--- src/rtl/axis_uart_bridge_rx_ext.sv ---
// ---------------------------------------------------------------------------
// axis_uart_bridge_rx_ext
//   UART receiver feeding an AXI-Stream master. Characters with compile-time
//   framing (5..8 data bits, none/odd/even parity, 1 or 2 stop bits) are
//   recovered with a 3-sample majority vote at mid-bit. Good characters are
//   packed into N_BYTES byte lanes. A word closes when all lanes are full
//   (TLAST=0) or when the line has been idle for IDLE_TIMEOUT bit periods with
//   a partial word pending (TLAST=1). Closed words go through a QUEUE_DEPTH
//   word FIFO to the AXIS port.
//
// Ports
//   clk, resetn          system clock, synchronous active-low reset
//   UART_RX              asynchronous serial input, idle high
//   M_AXIS_TDATA/TKEEP   packed characters (lane 0 first) / valid lanes
//   M_AXIS_TVALID/TLAST  word available / word closed by idle timeout
//   M_AXIS_TREADY        downstream accept
//   STS_FRAME_ERR        1-clk pulse, stop bit sampled low
//   STS_PARITY_ERR       1-clk pulse, parity mismatch
//   STS_OVERFLOW         1-clk pulse, closed word dropped because FIFO full
//   STS_DROP_CNT         saturating count of dropped words and bad chars
//   dbg_state            receive FSM state (0 idle,1 start,2 data,3 parity,4 stop)
//
// Handshake: a word transfers on a rising clk edge where M_AXIS_TVALID and
// M_AXIS_TREADY are both high. While TVALID is high and TREADY low, TDATA,
// TKEEP and TLAST hold their values. TVALID never depends on TREADY.
// ---------------------------------------------------------------------------
module axis_uart_bridge_rx_ext #(
  parameter int UART_SPEED   = 115200,
  parameter int FREQ_HZ      = 100000000,
  parameter int N_BYTES      = 4,
  parameter int DATA_BITS    = 8,
  parameter int PARITY       = 0,
  parameter int STOP_BITS    = 1,
  parameter int IDLE_TIMEOUT = 16,
  parameter int QUEUE_DEPTH  = 16
) (
  input  logic                 clk,
  input  logic                 resetn,
  input  logic                 UART_RX,
  output logic [N_BYTES*8-1:0] M_AXIS_TDATA,
  output logic [N_BYTES-1:0]   M_AXIS_TKEEP,
  output logic                 M_AXIS_TVALID,
  output logic                 M_AXIS_TLAST,
  input  logic                 M_AXIS_TREADY,
  output logic                 STS_FRAME_ERR,
  output logic                 STS_PARITY_ERR,
  output logic                 STS_OVERFLOW,
  output logic [15:0]          STS_DROP_CNT,
  output logic [2:0]           dbg_state
);

  localparam int CPB = FREQ_HZ / UART_SPEED;
  localparam int MID = CPB / 2;
  localparam int TW  = $clog2(CPB);
  localparam int FW  = $clog2(N_BYTES + 1);
  localparam int AW  = $clog2(QUEUE_DEPTH);
  localparam int WW  = N_BYTES * 8;

  localparam logic [TW-1:0] T_LAST   = TW'(CPB - 1);
  localparam logic [TW-1:0] T_M1     = TW'(MID - 1);
  localparam logic [TW-1:0] T_M      = TW'(MID);
  localparam logic [TW-1:0] T_P1     = TW'(MID + 1);
  localparam logic [2:0]    DB_LAST  = 3'(DATA_BITS - 1);
  localparam logic          ST_LAST  = 1'(STOP_BITS - 1);
  localparam logic [FW-1:0] LANE_LST = FW'(N_BYTES - 1);
  localparam logic [15:0]   IDLE_TO  = 16'(IDLE_TIMEOUT);
  localparam logic [15:0]   IDLE_TM1 = 16'(IDLE_TIMEOUT - 1);
  localparam logic [AW:0]   DEPTH_C  = (AW + 1)'(QUEUE_DEPTH);

  typedef enum logic [2:0] {
    S_IDLE   = 3'd0,
    S_START  = 3'd1,
    S_DATA   = 3'd2,
    S_PARITY = 3'd3,
    S_STOP   = 3'd4
  } state_t;

  // ---------------- input synchroniser and edge detect ----------------
  logic rx_meta, rx_sync, rx_d;

  always_ff @(posedge clk) begin
    if (!resetn) begin
      rx_meta <= 1'b1;
      rx_sync <= 1'b1;
      rx_d    <= 1'b1;
    end else begin
      rx_meta <= UART_RX;
      rx_sync <= rx_meta;
      rx_d    <= rx_sync;
    end
  end

  logic rx_fall;
  assign rx_fall = rx_d & ~rx_sync;

  // ---------------- receive FSM ----------------
  state_t        state;
  logic [TW-1:0] timer;
  logic          s0, s1;
  logic          maj;
  logic [2:0]    bit_idx;
  logic          stop_idx;
  logic [7:0]    shreg;
  logic          par_err;
  logic          frm_err;
  logic          char_stb;
  logic [7:0]    char_byte;
  logic          sts_frame, sts_parity;
  logic          stop_bad;
  logic          ones;

  // Third sample is the live synced value at MID+1.
  assign maj      = (s0 & s1) | (s0 & rx_sync) | (s1 & rx_sync);
  assign stop_bad = frm_err | ~maj;
  assign ones     = (^shreg) ^ maj;

  always_ff @(posedge clk) begin
    if (!resetn) begin
      state      <= S_IDLE;
      timer      <= '0;
      s0         <= 1'b1;
      s1         <= 1'b1;
      bit_idx    <= '0;
      stop_idx   <= 1'b0;
      shreg      <= '0;
      par_err    <= 1'b0;
      frm_err    <= 1'b0;
      char_stb   <= 1'b0;
      char_byte  <= '0;
      sts_frame  <= 1'b0;
      sts_parity <= 1'b0;
    end else begin
      char_stb   <= 1'b0;
      sts_frame  <= 1'b0;
      sts_parity <= 1'b0;
      if (state == S_IDLE) begin
        timer <= '0;
        if (rx_fall) begin
          state    <= S_START;
          bit_idx  <= '0;
          stop_idx <= 1'b0;
          shreg    <= '0;
          par_err  <= 1'b0;
          frm_err  <= 1'b0;
        end
      end else begin
        timer <= (timer == T_LAST) ? '0 : timer + TW'(1);
        if (timer == T_M1) s0 <= rx_sync;
        if (timer == T_M)  s1 <= rx_sync;
        // State changes happen at the MID+1 decision point; the timer keeps
        // running so the next bit's samples still land at its own mid-bit.
        if (timer == T_P1) begin
          case (state)
            S_START: state <= maj ? S_IDLE : S_DATA;
            S_DATA: begin
              shreg[bit_idx] <= maj;
              if (bit_idx == DB_LAST) begin
                state <= (PARITY != 0) ? S_PARITY : S_STOP;
              end else begin
                bit_idx <= bit_idx + 3'd1;
              end
            end
            S_PARITY: begin
              par_err <= (PARITY == 1) ? ~ones : ones;
              state   <= S_STOP;
            end
            S_STOP: begin
              if (stop_idx == ST_LAST) begin
                // Leave half a bit early so a back-to-back start edge is seen.
                state <= S_IDLE;
                if (stop_bad || par_err) begin
                  sts_frame  <= stop_bad;
                  sts_parity <= par_err;
                end else begin
                  char_stb  <= 1'b1;
                  char_byte <= shreg;
                end
              end else begin
                stop_idx <= 1'b1;
                frm_err  <= stop_bad;
              end
            end
            default: state <= S_IDLE;
          endcase
        end
      end
    end
  end

  assign dbg_state      = state;
  assign STS_FRAME_ERR  = sts_frame;
  assign STS_PARITY_ERR = sts_parity;

  // ---------------- idle timer ----------------
  // Counts whole bit periods spent in IDLE; fires once and then holds until
  // the FSM leaves IDLE again.
  logic [TW-1:0] idle_clk;
  logic [15:0]   idle_bits;
  logic          timeout_stb;

  always_ff @(posedge clk) begin
    if (!resetn || state != S_IDLE) begin
      idle_clk    <= '0;
      idle_bits   <= '0;
      timeout_stb <= 1'b0;
    end else begin
      timeout_stb <= 1'b0;
      if (IDLE_TIMEOUT != 0 && idle_bits != IDLE_TO) begin
        if (idle_clk == T_LAST) begin
          idle_clk  <= '0;
          idle_bits <= idle_bits + 16'd1;
          if (idle_bits == IDLE_TM1) timeout_stb <= 1'b1;
        end else begin
          idle_clk <= idle_clk + TW'(1);
        end
      end
    end
  end

  // ---------------- byte-lane packer ----------------
  logic [WW-1:0]      pack_data;
  logic [FW-1:0]      fill;
  logic [WW-1:0]      char_word;
  logic [N_BYTES-1:0] part_keep;
  logic               push_stb;
  logic [WW-1:0]      push_data;
  logic [N_BYTES-1:0] push_keep;
  logic               push_last;

  always_comb begin
    char_word = pack_data;
    part_keep = '0;
    for (int i = 0; i < N_BYTES; i++) begin
      if (fill == FW'(i)) char_word[i*8 +: 8] = char_byte;
      if (FW'(i) < fill)  part_keep[i] = 1'b1;
    end
  end

  always_ff @(posedge clk) begin
    if (!resetn) begin
      pack_data <= '0;
      fill      <= '0;
      push_stb  <= 1'b0;
      push_data <= '0;
      push_keep <= '0;
      push_last <= 1'b0;
    end else begin
      push_stb <= 1'b0;
      if (char_stb) begin
        if (fill == LANE_LST) begin
          push_stb  <= 1'b1;
          push_data <= char_word;
          push_keep <= '1;
          push_last <= 1'b0;
          pack_data <= '0;
          fill      <= '0;
        end else begin
          pack_data <= char_word;
          fill      <= fill + FW'(1);
        end
      end else if (timeout_stb && fill != '0) begin
        // Unused lanes are already zero because the packer clears on push.
        push_stb  <= 1'b1;
        push_data <= pack_data;
        push_keep <= part_keep;
        push_last <= 1'b1;
        pack_data <= '0;
        fill      <= '0;
      end
    end
  end

  // ---------------- output FIFO ----------------
  logic [WW-1:0]      mem_data [QUEUE_DEPTH];
  logic [N_BYTES-1:0] mem_keep [QUEUE_DEPTH];
  logic               mem_last [QUEUE_DEPTH];
  logic [AW-1:0]      wr_ptr, rd_ptr;
  logic [AW:0]        count;
  logic               full, do_push, do_pop, ovf;

  // Full is taken before any same-cycle pop, so a push into a full FIFO drops.
  assign full    = (count == DEPTH_C);
  assign do_push = push_stb & ~full;
  assign do_pop  = M_AXIS_TVALID & M_AXIS_TREADY;

  always_ff @(posedge clk) begin
    if (do_push) begin
      mem_data[wr_ptr] <= push_data;
      mem_keep[wr_ptr] <= push_keep;
      mem_last[wr_ptr] <= push_last;
    end
  end

  always_ff @(posedge clk) begin
    if (!resetn) begin
      wr_ptr <= '0;
      rd_ptr <= '0;
      count  <= '0;
      ovf    <= 1'b0;
    end else begin
      ovf <= push_stb & full;
      if (do_push) wr_ptr <= wr_ptr + AW'(1);
      if (do_pop)  rd_ptr <= rd_ptr + AW'(1);
      case ({do_push, do_pop})
        2'b10:   count <= count + (AW + 1)'(1);
        2'b01:   count <= count - (AW + 1)'(1);
        default: count <= count;
      endcase
    end
  end

  assign M_AXIS_TVALID = (count != '0);
  assign M_AXIS_TDATA  = M_AXIS_TVALID ? mem_data[rd_ptr] : '0;
  assign M_AXIS_TKEEP  = M_AXIS_TVALID ? mem_keep[rd_ptr] : '0;
  assign M_AXIS_TLAST  = M_AXIS_TVALID ? mem_last[rd_ptr] : 1'b0;
  assign STS_OVERFLOW  = ovf;

  // ---------------- drop counter ----------------
  // A bad char and an overflow can pulse together; both are counted.
  logic [1:0]  drop_inc;
  logic [16:0] drop_sum;
  logic [15:0] drop_cnt;

  assign drop_inc = {1'b0, sts_frame | sts_parity} + {1'b0, ovf};
  assign drop_sum = {1'b0, drop_cnt} + {15'd0, drop_inc};

  always_ff @(posedge clk) begin
    if (!resetn) begin
      drop_cnt <= '0;
    end else begin
      drop_cnt <= drop_sum[16] ? 16'hFFFF : drop_sum[15:0];
    end
  end

  assign STS_DROP_CNT = drop_cnt;

endmodule

--- config.mk ---
export PLATFORM = sky130hd
export DESIGN_NAME = axis_uart_bridge_rx_ext
export DESIGN_NICKNAME = d
export VERILOG_FILES = /design/src/rtl/axis_uart_bridge_rx_ext.sv
export SDC_FILE = /design/constraint.sdc
export NUM_CORES = 1
export LEC_CHECK = 0
export ABC_AREA = 1
export CORE_MARGIN = 1.5
export CORE_UTILIZATION = 55
export DETAILED_ROUTE_END_ITERATION = 16
export MAX_ROUTING_LAYER = met4
export PLACE_DENSITY = 0.83
export SYNTH_ARGS = -nofsm -noshare
export SYNTH_HDL_FRONTEND = slang
export SYNTH_SLANG_ARGS = --single-unit
--- constraint.sdc ---
create_clock -name clk -period 3.3 [get_ports clk]
set_input_delay 0.66 -clock clk [delete_from_list [all_inputs] [get_ports clk]]
set_output_delay 0.66 -clock clk [all_outputs]
set_load 0.02 [all_outputs]
=== Yosys cells after proc, flatten, opt, wreduce, memory -nomap -nowiden ===
Memories as Yosys holds them, arrays and structs flattened. A register that Yosys moved wholly into a read port is not among the register bits.
Index checks and enable logic that the tools add are counted.

* Add/subtract/negate cells: 11
* Order comparisons: 6
* Eq/ne operators: 23
* Multiplexer cells: 73
* Bitwise logic cells: 23
* Reduce and logical (&&, ||, !) cells: 33

{| class="wikitable"
|+ Operators by type and width
! cell !! count
|-
| 32-bit 2-to-1 mux || 7
|-
| 8-bit 2-to-1 mux || 8
|-
| 4-bit 2-to-1 mux || 10
|-
| 3-bit 2-to-1 mux || 13
|-
| 10-bit by 9-bit equality test with 1-bit output, second input constant || 3
|-
| 1-bit 2-to-1 mux || 28
|-
| 10-bit by 1-bit adder with 10-bit output, second input constant || 2
|-
| 10-bit equality test, second input constant || 2
|-
| 16-bit by 2-bit adder with 17-bit output || 1
|-
| 16-bit by 1-bit adder with 16-bit output, second input constant || 1
|-
| 16-bit by 4-bit equality test with 1-bit output, second input constant || 1
|-
| 16-bit 2-to-1 mux || 1
|-
| 16-bit by 5-bit inequality test with 1-bit output, second input constant || 1
|-
| 2-bit nonzero test || 7
|-
| 3-bit by 2-bit equality test with 1-bit output, second input constant || 4
|-
| 3-bit case mux with 4 select lines || 1
|-
| 4-bit AND reduction || 3
|-
| 1-bit NOT || 11
|-
| 10-bit 2-to-1 mux || 1
|-
| 5-bit case mux with 2 select lines || 1
|-
| 3-bit AND reduction || 3
|-
| 4-bit by 1-bit adder with 4-bit output, second input constant || 2
|-
| 8-bit bitwise mux || 1
|-
| 2-bit AND reduction || 4
|-
| other kinds (32) || 53
|}

* Flip-flop bits (word level): 173
* Bits in writable memories: 592
* Input bits: 4
* Output and inout bits: 60
* Word-level logic and storage cells: 202
* Memories kept: 3

{| class="wikitable"
|+ Memories
! name !! depth !! width !! read ports !! clocked after Yosys merged registers in !! wr ports !! line !! source
|-
| mem_data || 16 || 32 || 1 || 1 || 1 || 274 || <nowiki>logic [WW-1:0] mem_data [QUEUE_DEPTH];</nowiki>
|-
| mem_keep || 16 || 4 || 1 || 1 || 1 || 275 || <nowiki>logic [N_BYTES-1:0] mem_keep [QUEUE_DEPTH];</nowiki>
|-
| mem_last || 16 || 1 || 1 || 1 || 1 || 276 || <nowiki>logic mem_last [QUEUE_DEPTH];</nowiki>
|}

=== Depth between registers and ports, before layout ===
* Depth after elaboration: 9
* Depth in mapped cells: 16
* Mapped depth without buffers: 15

=== Least setup slack after synthesis ===
Ideal clock, no wire load.

* Path kind: register to register
* From: register count[1]
* To: memory mem_data[11][0] (netlist bit) (enable)
* Setup time: 0.431 ns
* Data arrival time: 2.483 ns
* Required time: 2.869 ns
* Path slack: 0.386 ns
* Cell stages (with the launch flop): 7
* Buffers on the path: 0
* Clock period less this slack: 2.914 ns
* Cells stage by stage: dfxtp_1 > nor2_1 > nand3_1 > nand2_1 > inv_1 > nand2_1 > nor2_1

* Longest elaborated chain between the ends: 5

{| class="wikitable"
|+ Ends and longest elaborated chain
! element !! line !! source
|-
| start: declaration || 278 || <nowiki>logic [AW:0] count;</nowiki>
|-
| start signal: assignment || 305 || <nowiki>2'b10: count <= count + (AW + 1)'(1);</nowiki>
|-
| start signal: assignment || 306 || <nowiki>2'b01: count <= count - (AW + 1)'(1);</nowiki>
|-
| start signal: assignment || 307 || <nowiki>default: count <= count;</nowiki>
|-
| 5-bit equality test || 282 || <nowiki>assign full = (count == DEPTH_C);</nowiki>
|-
| 1-bit NOT || 283 || <nowiki>assign do_push = push_stb & ~full;</nowiki>
|-
| 1-bit AND || 283 ||
|-
| 1-bit 2-to-1 mux || 287 || <nowiki>if (do_push) begin</nowiki>
|-
| 1-bit 2-to-1 mux (implied by the code) || 288 || <nowiki>mem_data[wr_ptr] <= push_data;</nowiki>
|-
| end: declaration || 274 ||
|}

Every way passes these cells.

==> metrics.txt <==
# TYPE chip_impl_metric gauge
chip_impl_info{name="run_status",value="finished, violations left"} 1
chip_impl_info{name="failed_checks",value="setup timing"} 1
chip_impl_metric{name="total_number_of_cells_along_the_worst_setup_path",unit=""} 9
chip_impl_metric{name="crit_buf_inv",unit=""} 3
chip_impl_info{name="clock_tree_from_tritoncts",value="yes"} 1
chip_impl_metric{name="worst-path-max-fanout",unit=""} 50
chip_impl_metric{name="setup_viol",unit=""} 5
chip_impl_metric{name="post-dp-hpwl",unit="µm"} 43700
chip_impl_metric{name="maxCapViolCount",unit=""} 0
chip_impl_metric{name="hold_viol",unit=""} 0
chip_impl_info{name="cp_common_cell",value="sky130_fd_sc_hd__nor2_1"} 1
chip_impl_info{name="timing.hold.worst.class",value="primary input to register"} 1
chip_impl_metric{name="floorplan.initialDensity",unit="%"} 55.4
chip_impl_metric{name="p_clk_share",unit="%"} 32.4
chip_impl_metric{name="slew_violations",unit=""} 0
chip_impl_metric{name="clock_tree.buffer_depth",unit=""} 3
chip_impl_metric{name="synth.cell_area",unit="µm²"} 31200
chip_impl_info{name="worst-setup-path-type",value="register to output pin"} 1
chip_impl_metric{name="grt_max_degree",unit=""} 62
chip_impl_metric{name="tightest_slew",unit="ns"} 0.882
chip_impl_metric{name="ys_seq_elements",unit=""} 768
chip_impl_metric{name="placement.setup.worst_slack",unit="ns"} 0.150
chip_impl_metric{name="slew_headroom",unit="%"} 40.6
chip_impl_metric{name="critical_path_required",unit="ns"} 2.64
chip_impl_info{name="family_with_the_most_delay_on_the_worst_path",value="buffers and inverters"} 1
chip_impl_metric{name="synth-warning-count",unit=""} 0
chip_impl_metric{name="syn-mean-instance-area",unit="µm²"} 11.3
chip_impl_metric{name="power_leakage",unit="nW"} 11.8
chip_impl_metric{name="number_of_h_tree_levels",unit=""} 3
chip_impl_metric{name="crit_path_max_incr_delay",unit="ns"} 0.39
chip_impl_info{name="worstReg2RegEnd",value="mem_data[6][8]"} 1
chip_impl_metric{name="internal_power",unit="mW"} 18.0
chip_impl_metric{name="synthesis.instances",unit=""} 2755
chip_impl_metric{name="globalRouteOverflowTotal",unit=""} 0
chip_impl_metric{name="synth_async_sr_flop_share",unit="%"} 0
chip_impl_metric{name="layout.filler_cells",unit=""} 3883
chip_impl_info{name="path_cells",value="buf_4 -> buf_16 -> o21ai_0 -> o22ai_1 -> nor2_1 -> nor2_1 -> o21ai_1 -> a21oi_1 -> dlygate4sd2_1"} 1
chip_impl_metric{name="later_pin_clock_latency_in_the_skew_report",unit="ns"} 0.63
chip_impl_metric{name="detail_route.wirelength",unit="µm"} 84000
chip_impl_metric{name="part_of_the_power_in_registers",unit="%"} 39.3
chip_impl_metric{name="comb_power_share",unit="%"} 28.2
chip_impl_metric{name="top_level_ports",unit=""} 64
chip_impl_info{name="r2r_start",value="count[1]"} 1
chip_impl_metric{name="post_route_cells_drive_above_1_share",unit="%"} 10.7
chip_impl_metric{name="die_y",unit="µm"} 241
chip_impl_metric{name="synth.yosys.seq_area_share",unit="%"} 68.3
chip_impl_metric{name="p_sw_share",unit="%"} 32.9
chip_impl_metric{name="worst_ep_arrival_time",unit="ns"} 2.75
chip_impl_metric{name="layout-area-overhead-vs-synth",unit="%"} 15.2
chip_impl_info{name="crit_path_end_kind",value="output pin"} 1
chip_impl_metric{name="fp.dieArea",unit="µm²"} 58200
chip_impl_metric{name="vdd_drop_max",unit="V"} 0.000585
chip_impl_info{name="layout.cells.most_common",value="sky130_fd_sc_hd__edfxtp_1"} 1
chip_impl_metric{name="minimum_period_implied_by_the_final_worst_setup_slack",unit="ns"} 3.41
chip_impl_metric{name="finClkSkew",unit="ns"} 0.0212
chip_impl_metric{name="cts_num_sinks",unit=""} 768
chip_impl_info{name="worst_setup_path_start_kind",value="register"} 1
chip_impl_info{name="setup_repair_after_global_routing_missed_its_margin",value="true"} 1
chip_impl_metric{name="cts-hold-fix-buffers",unit=""} 0
chip_impl_metric{name="r2r_slack",unit="ns"} 0.77
chip_impl_metric{name="floorplan.die.width",unit="µm"} 241
chip_impl_metric{name="avgViaCountPerCell",unit=""} 6.37
chip_impl_metric{name="synth_enable_flop_cells",unit=""} 592
chip_impl_info{name="post-synth-top-area-cell",value="sky130_fd_sc_hd__edfxtp_1"} 1
chip_impl_metric{name="synth_top_cell_area_share",unit="%"} 57.0
chip_impl_metric{name="detail-route-antenna-nets",unit=""} 0
chip_impl_info{name="clock_root_buffer",value="sky130_fd_sc_hd__clkbuf_16"} 1
chip_impl_metric{name="row_count",unit=""} 87
chip_impl_info{name="synthFlopType",value="sky130_fd_sc_hd__edfxtp_1"} 1
chip_impl_metric{name="detailedRoute.firstPassIterationCount",unit=""} 9
chip_impl_metric{name="routability_cong",unit=""} 0.855
chip_impl_metric{name="drcViolationCount",unit=""} 0
chip_impl_info{name="most_used_cells_in_the_layout_excluding_fill_and_tap_cells",value="sky130_fd_sc_hd__edfxtp_1 (592), sky130_fd_sc_hd__nor2_1 (430), sky130_fd_sc_hd__o21ai_0 (380)"} 1
chip_impl_metric{name="fin_nets",unit=""} 2841
chip_impl_metric{name="cts_made_buffers",unit=""} 75
chip_impl_metric{name="rr_worst_depth",unit=""} 7
chip_impl_metric{name="power-per-cell-area",unit="nW/µm²"} 747
chip_impl_metric{name="grt_pass1_wl",unit="µm"} 126000
chip_impl_metric{name="p_switching",unit="mW"} 8.83
chip_impl_metric{name="post_drt_wl_per_cell",unit="µm"} 23.1
chip_impl_info{name="crit_path_end",value="M_AXIS_TDATA[6]"} 1
chip_impl_metric{name="max_clock_freq",unit="MHz"} 293
chip_impl_metric{name="place.port_buffers",unit=""} 63
chip_impl_metric{name="detailedRoute.firstIterationViolations",unit=""} 3639
chip_impl_metric{name="antenna_found_initial",unit=""} 3
chip_impl_info{name="crit_slowest_cell",value="sky130_fd_sc_hd__dlygate4sd2_1"} 1
chip_impl_metric{name="syn_nets",unit=""} 2779
chip_impl_metric{name="fin_crit_sh",unit="%"} 103
chip_impl_metric{name="first_global_vias",unit=""} 22672
chip_impl_metric{name="clk_pin_slew_worst_paths",unit="ns"} 0.06
chip_impl_metric{name="gr-usage-all-layers",unit="%"} 29.2
chip_impl_metric{name="finalSetupTns",unit="ns"} -0.254
chip_impl_metric{name="fp.coreArea",unit="µm²"} 56300
chip_impl_metric{name="vias_post_dr",unit=""} 23149
chip_impl_metric{name="least_setup_slack_across_all_paths_after_layout",unit="ns"} -0.109
chip_impl_info{name="ys_top_cells_by_area",value="sky130_fd_sc_hd__edfxtp_1 (57%), sky130_fd_sc_hd__dfxtp_1 (11%), sky130_fd_sc_hd__o21ai_0 (6.2%)"} 1
chip_impl_metric{name="synthDistinctLibCells",unit=""} 50
[power groups by stage]
stage	Clock [mW]	Combinational, mW	Sequential (mW)
2_1_floorplan	0	4.30	10.7
3_3_place_gp	0	6.58	10.8
3_5_place_dp	0	6.86	10.8
4_1_cts	8.72	7.32	10.5
5_1_grt	9.11	8.05	10.6
6_report	8.71	7.58	10.5
[per-stage QoR]
| step | cells | hold slack [ns] | power (mW) | util [%] | instance area (µm²) |
|---|---|---|---|---|---|
| floorplan | 2755 | 0.393 | 15.0 | - | 31200 |
| global placement | 3480 | 0.401 | 17.3 | 58.7 | 33100 |
| detailed placement | 3480 | 0.405 | 17.6 | 58.7 | 33100 |
| CTS | 3627 | 0.348 | 26.6 | 63.8 | 35900 |
| global route | 3632 | 0.377 | 27.7 | 63.9 | 35900 |
| finish | 3632 | 0.384 | 26.8 | 63.9 | 35900 |
[state kept, by name, summed over array words and instances (netlist names), 4 cells and up, named ones only]
register,cells
mem_data,512
mem_keep,64
pack_data,32
push_data,32
STS_DROP_CNT,16
idle_bits,16
mem_last,16
idle_clk,10
timer,10
char_byte,8
shreg,8
count,5
push_keep,4
rd_ptr,4
wr_ptr,4
[synth_stat cells (2+ instances only)]
cell type / instances
sky130_fd_sc_hd__edfxtp_1: 592
sky130_fd_sc_hd__nor2_1: 446
sky130_fd_sc_hd__o21ai_0: 384
sky130_fd_sc_hd__nand2_1: 238
sky130_fd_sc_hd__dfxtp_1: 176
sky130_fd_sc_hd__a21oi_1: 149
sky130_fd_sc_hd__nand3_1: 122
sky130_fd_sc_hd__inv_1: 115
sky130_fd_sc_hd__o221ai_1: 110
sky130_fd_sc_hd__clkbuf_1: 100
sky130_fd_sc_hd__nor3_1: 46
sky130_fd_sc_hd__o22ai_1: 38
sky130_fd_sc_hd__buf_2: 37
sky130_fd_sc_hd__xor2_1: 23
sky130_fd_sc_hd__ha_1: 19
sky130_fd_sc_hd__o21ai_1: 19
sky130_fd_sc_hd__nand4_1: 17
sky130_fd_sc_hd__mux2i_1: 15
sky130_fd_sc_hd__buf_1: 14
sky130_fd_sc_hd__o21ai_2: 12
sky130_fd_sc_hd__inv_2: 11
sky130_fd_sc_hd__xnor2_1: 10
sky130_fd_sc_hd__or2_2: 7
sky130_fd_sc_hd__buf_4: 6
sky130_fd_sc_hd__nor4_1: 6
sky130_fd_sc_hd__nand3b_1: 4
sky130_fd_sc_hd__nor2_2: 4
sky130_fd_sc_hd__nand2_2: 3
sky130_fd_sc_hd__nand2_4: 3
sky130_fd_sc_hd__nor2_8: 3
sky130_fd_sc_hd__nor3b_1: 3
sky130_fd_sc_hd__a31oi_1: 2
sky130_fd_sc_hd__nand3_2: 2
sky130_fd_sc_hd__nand4_2: 2
sky130_fd_sc_hd__nor3_2: 2
[what timing repair did]
item | CTS | global route
gates resized for setup | 109 | 42
setup buffers | 7 | 0
cloned | 6 | 3
hold endpoints to repair | 0 | 0
endpoints found under the setup margin | 37 | 34
pin swaps | 4 | 8
[cell type report]
cell class	count	area, µm²	area share [%]
Sequential cell	768	21300	59.3
Multi-Input combinational cell	1698	8880	24.7
Clock buffer	96	2060	5.73
Timing Repair Buffer	145	1780	4.95
Tap cell	756	946	2.63
Inverter	129	526	1.46
Clock inverter	38	432	1.20
Antenna cell	2	5.00	0.0139
[worst min path at each step]
stage                 start       to  slack [ns]  cells past startpoint
floorplan           rx_meta  rx_sync        0.39                      1
global placement    rx_meta  rx_sync        0.40                      1
detailed placement  rx_meta  rx_sync        0.40                      1
CTS                  resetn     rx_d        0.35                      2
global route         resetn     rx_d        0.38                      2
finish               resetn     rx_d        0.38                      2
[routing by layer]
| metal | global-route usage (%) | up-vias | share of wire [%] |
|---|---|---|---|
| met1 | 35.7 | 11001 | 35 |
| met2 | 47.0 | 1739 | 48 |
| li1 | - | 10078 | - |
| met4 | 12.9 | 0 | 4.6 |
| met5 | - | - | 0 |
| met3 | 6.29 | 331 | 12 |
[logic make-up (layout without fill, tap and decap cells)]
group	after synthesis	count (layout)	synth area share, %
other cells	0	2	0
buf+inv	289	408	3.83
mux	15	15	0.481
fa+ha+maj	20	20	0.826
flops	768	768	68.3
xor+xnor	33	33	0.926
simple gates	910	910	12.4
compound gates	720	720	13.3
No activity file was read; power rests on OpenSTA's default activity.
==> RTL change (same flow settings) <==
The parameter `N_BYTES` goes from 4 to 2.
--- a/src/rtl/axis_uart_bridge_rx_ext.sv
+++ b/src/rtl/axis_uart_bridge_rx_ext.sv
@@ -29,3 +29,3 @@
   parameter int FREQ_HZ      = 100000000,
-  parameter int N_BYTES      = 4,
+  parameter int N_BYTES      = 2,
   parameter int DATA_BITS    = 8,
Ports: changed (resized M_AXIS_TDATA and M_AXIS_TKEEP); port bits go from 64 to 46. No check against the original RTL was run, so the function may have changed too.
==> RTL change against the original RTL <==
Routed wire length shrank 47%; core utilization fell by 0.57 points; total power fell by 45%; clock skew rose by 0.0071 ns; area after synthesis fell by 40%; design area is 41% lower; worst setup slack improved by 0.20 ns; sequential cell count decreased by 323; sequential share of layout area is 2.7 points lower; largest power group unchanged; highest routed layer unchanged.
==> RTL change: results (changes against the original RTL) <==
- internal power summed over all cells: 10000 uW, -44%
- delay of the slowest critical-path stage: 0.42 ns, +0.03 ns
- FFs w/ async S/R, synth: 0%, unchanged
- Setup Slack @ Placement: 0.261 ns, +0.110 ns
- iteration count of the initial detailed-routing pass: 6, -3
- master cell of the clock root buffer: sky130_fd_sc_hd__clkbuf_16
- Regs by FF count: mem_data: 256 flops, mem_keep: 32 flops
- post-placement cell area: 19600 sq um, -41%
- element type at the critical path end: output port
- H-tree depth: 2, -1
- Critical path destination: M_AXIS_TDATA[11]
- reg-to-reg critical path startpoint: count[1]
- buffer count from post-CTS setup fixing: 0, -7
- Worst Hold Class: flop to flop
- Slew Limit Headroom: 43.2%, +2.6 points
- final estimated routing congestion in global placement: 0.850, -0.54%
- mean routed wirelength per cell: 19.3 um, -16%
- R2R depth: 7, unchanged
- largest net degree at the start of global routing: 85, +37%
- diode count: 0, -2
- number of flops mapped to enable cells by yosys: 304, -49%
- maximum buffer depth of the clock tree: 3, unchanged
- HPWL after DPL: 25.6 mm, -41%
- wire length of the first global-routing pass: 69.1 mm, -45%
- most common library cells after synthesis: sky130_fd_sc_hd__edfxtp_1 (304), sky130_fd_sc_hd__nor2_1 (272), sky130_fd_sc_hd__o21ai_0 (220)
- clock latency of the later-clocked register in the worst-skew pair: 0.56 ns, -0.07 ns
- ys flop type: sky130_fd_sc_hd__edfxtp_1
- Clock group: 4830 uW, -45%
- library cells used by synthesis: 51, +2.0%
- cts bufs inserted: 45, -40%
- iteration-0 DRC count of the detailed router: 1553, -57%
- proportion of layout cells with a drive suffix above 1: 9.71%, -0.97 points
- vias after detailed routing: 13600, -41%
- crit path DAT: 2.54 ns, -0.21 ns
- main area contributors after synthesis: sky130_fd_sc_hd__edfxtp_1 (49%), sky130_fd_sc_hd__dfxtp_1 (15%), sky130_fd_sc_hd__o21ai_0 (5.9%), sky130_fd_sc_hd__nor2_1 (5.5%), sky130_fd_sc_hd__nand2_1 (3.9%)
- LEAKAGE: 0.00689 uW, -42%
- Tot GR Track Use: 25.5%, -3.7 points
- Switch Pwr: 4790 uW, -46%
- Post-Route Setup TNS: 0 ns, +0.254 ns
- I/O Buffers: 45, -29%
- register-to-register setup slack: 1.06 ns, +0.29 ns
- slowest stage cell, crit path: sky130_fd_sc_hd__dfxtp_4
- final clock skew: 0.0284 ns, +0.00715 ns
- highest fanout seen on the critical path: 34, -32%
- share of synthesized area occupied by flip-flops and latches: 64.3%, -4.0 points
- R2R Path End: mem_data[12][2]
- clock-pin slew reported for the worst setup and hold paths after clock tree synthesis: 0.06 ns, about the same
- number of global-route vias before repair: 13200, -42%
- total number of yosys warnings: 0, unchanged
- Final period util: 97.1%, -6.2 points
- Max IR drop VDD: 0.000585 V, about the same
- run status: finished clean
- Net count, final: 1831, -36%
- Setup crit start kind: flop
- initial antenna violation count: 0, -3
- sequential cell power: 6140 uW, -42%
RTL change: what timing repair did:
| action | 4_1_cts | 5_1_grt |
|---|---|---|
| gates resized for setup | 28 | 6 |
| gates cloned | 2 | 1 |
| setup endpoints to repair | 19 | 4 |
RTL change: cells by family (layout without fill, tap and decap cells):
logic type                 Yosys count  in the layout  synth area share [%]
muxes                                3              3                 0.162
AOI/OAI and AO/OA                  424            424                  13.0
xor gates and xnor gates            36             36                  1.70
DFF                                445            445                  64.3
buffers and inverters              207            291                  4.65
adders and majority gates           18             18                  1.25
and+or+nand+nor                    627            627                  15.0
RTL change: worst min-delay path by stage:
stage,from,to,cells past startpoint
4_1_cts,rx_meta,rx_sync,1
6_report,rx_meta,rx_sync,1
3_3_place_gp,rx_meta,rx_sync,1
5_1_grt,rx_meta,rx_sync,1
3_5_place_dp,rx_meta,rx_sync,1
2_1_floorplan,rx_meta,rx_sync,1
RTL change: per-stage QoR:
stage | utilization, % | std cells | hold slack (ns)
6_report | 63.3 | 2292 | 0.413
5_1_grt | 63.3 | 2292 | 0.424
4_1_cts | 63.2 | 2291 | 0.415
3_5_place_dp | 58.7 | 2207 | 0.401
3_3_place_gp | 58.7 | 2207 | 0.396
2_1_floorplan | - | 1760 | 0.393
RTL change: cell type report:
type / instances / area [sq um]
multi-input cells: 1108 / 5820
repair buffers: 86 / 912
fillers: 2479 / 12300
well taps: 448 / 561
clock buffers: 63 / 1220
inverters: 123 / 469
flip-flops and latches: 445 / 12000
clock inverters: 19 / 173
RTL change: routing by layer:
metal  vias to the layer above  part of all wire [%]  GRT usage, %
li1                       6313                     -             -
met1                      6478                    38          31.8
met2                       728                    50          43.5
met3                       122                   9.2          3.43
met4                         0                   2.8          7.94
met5                         -                     0             -
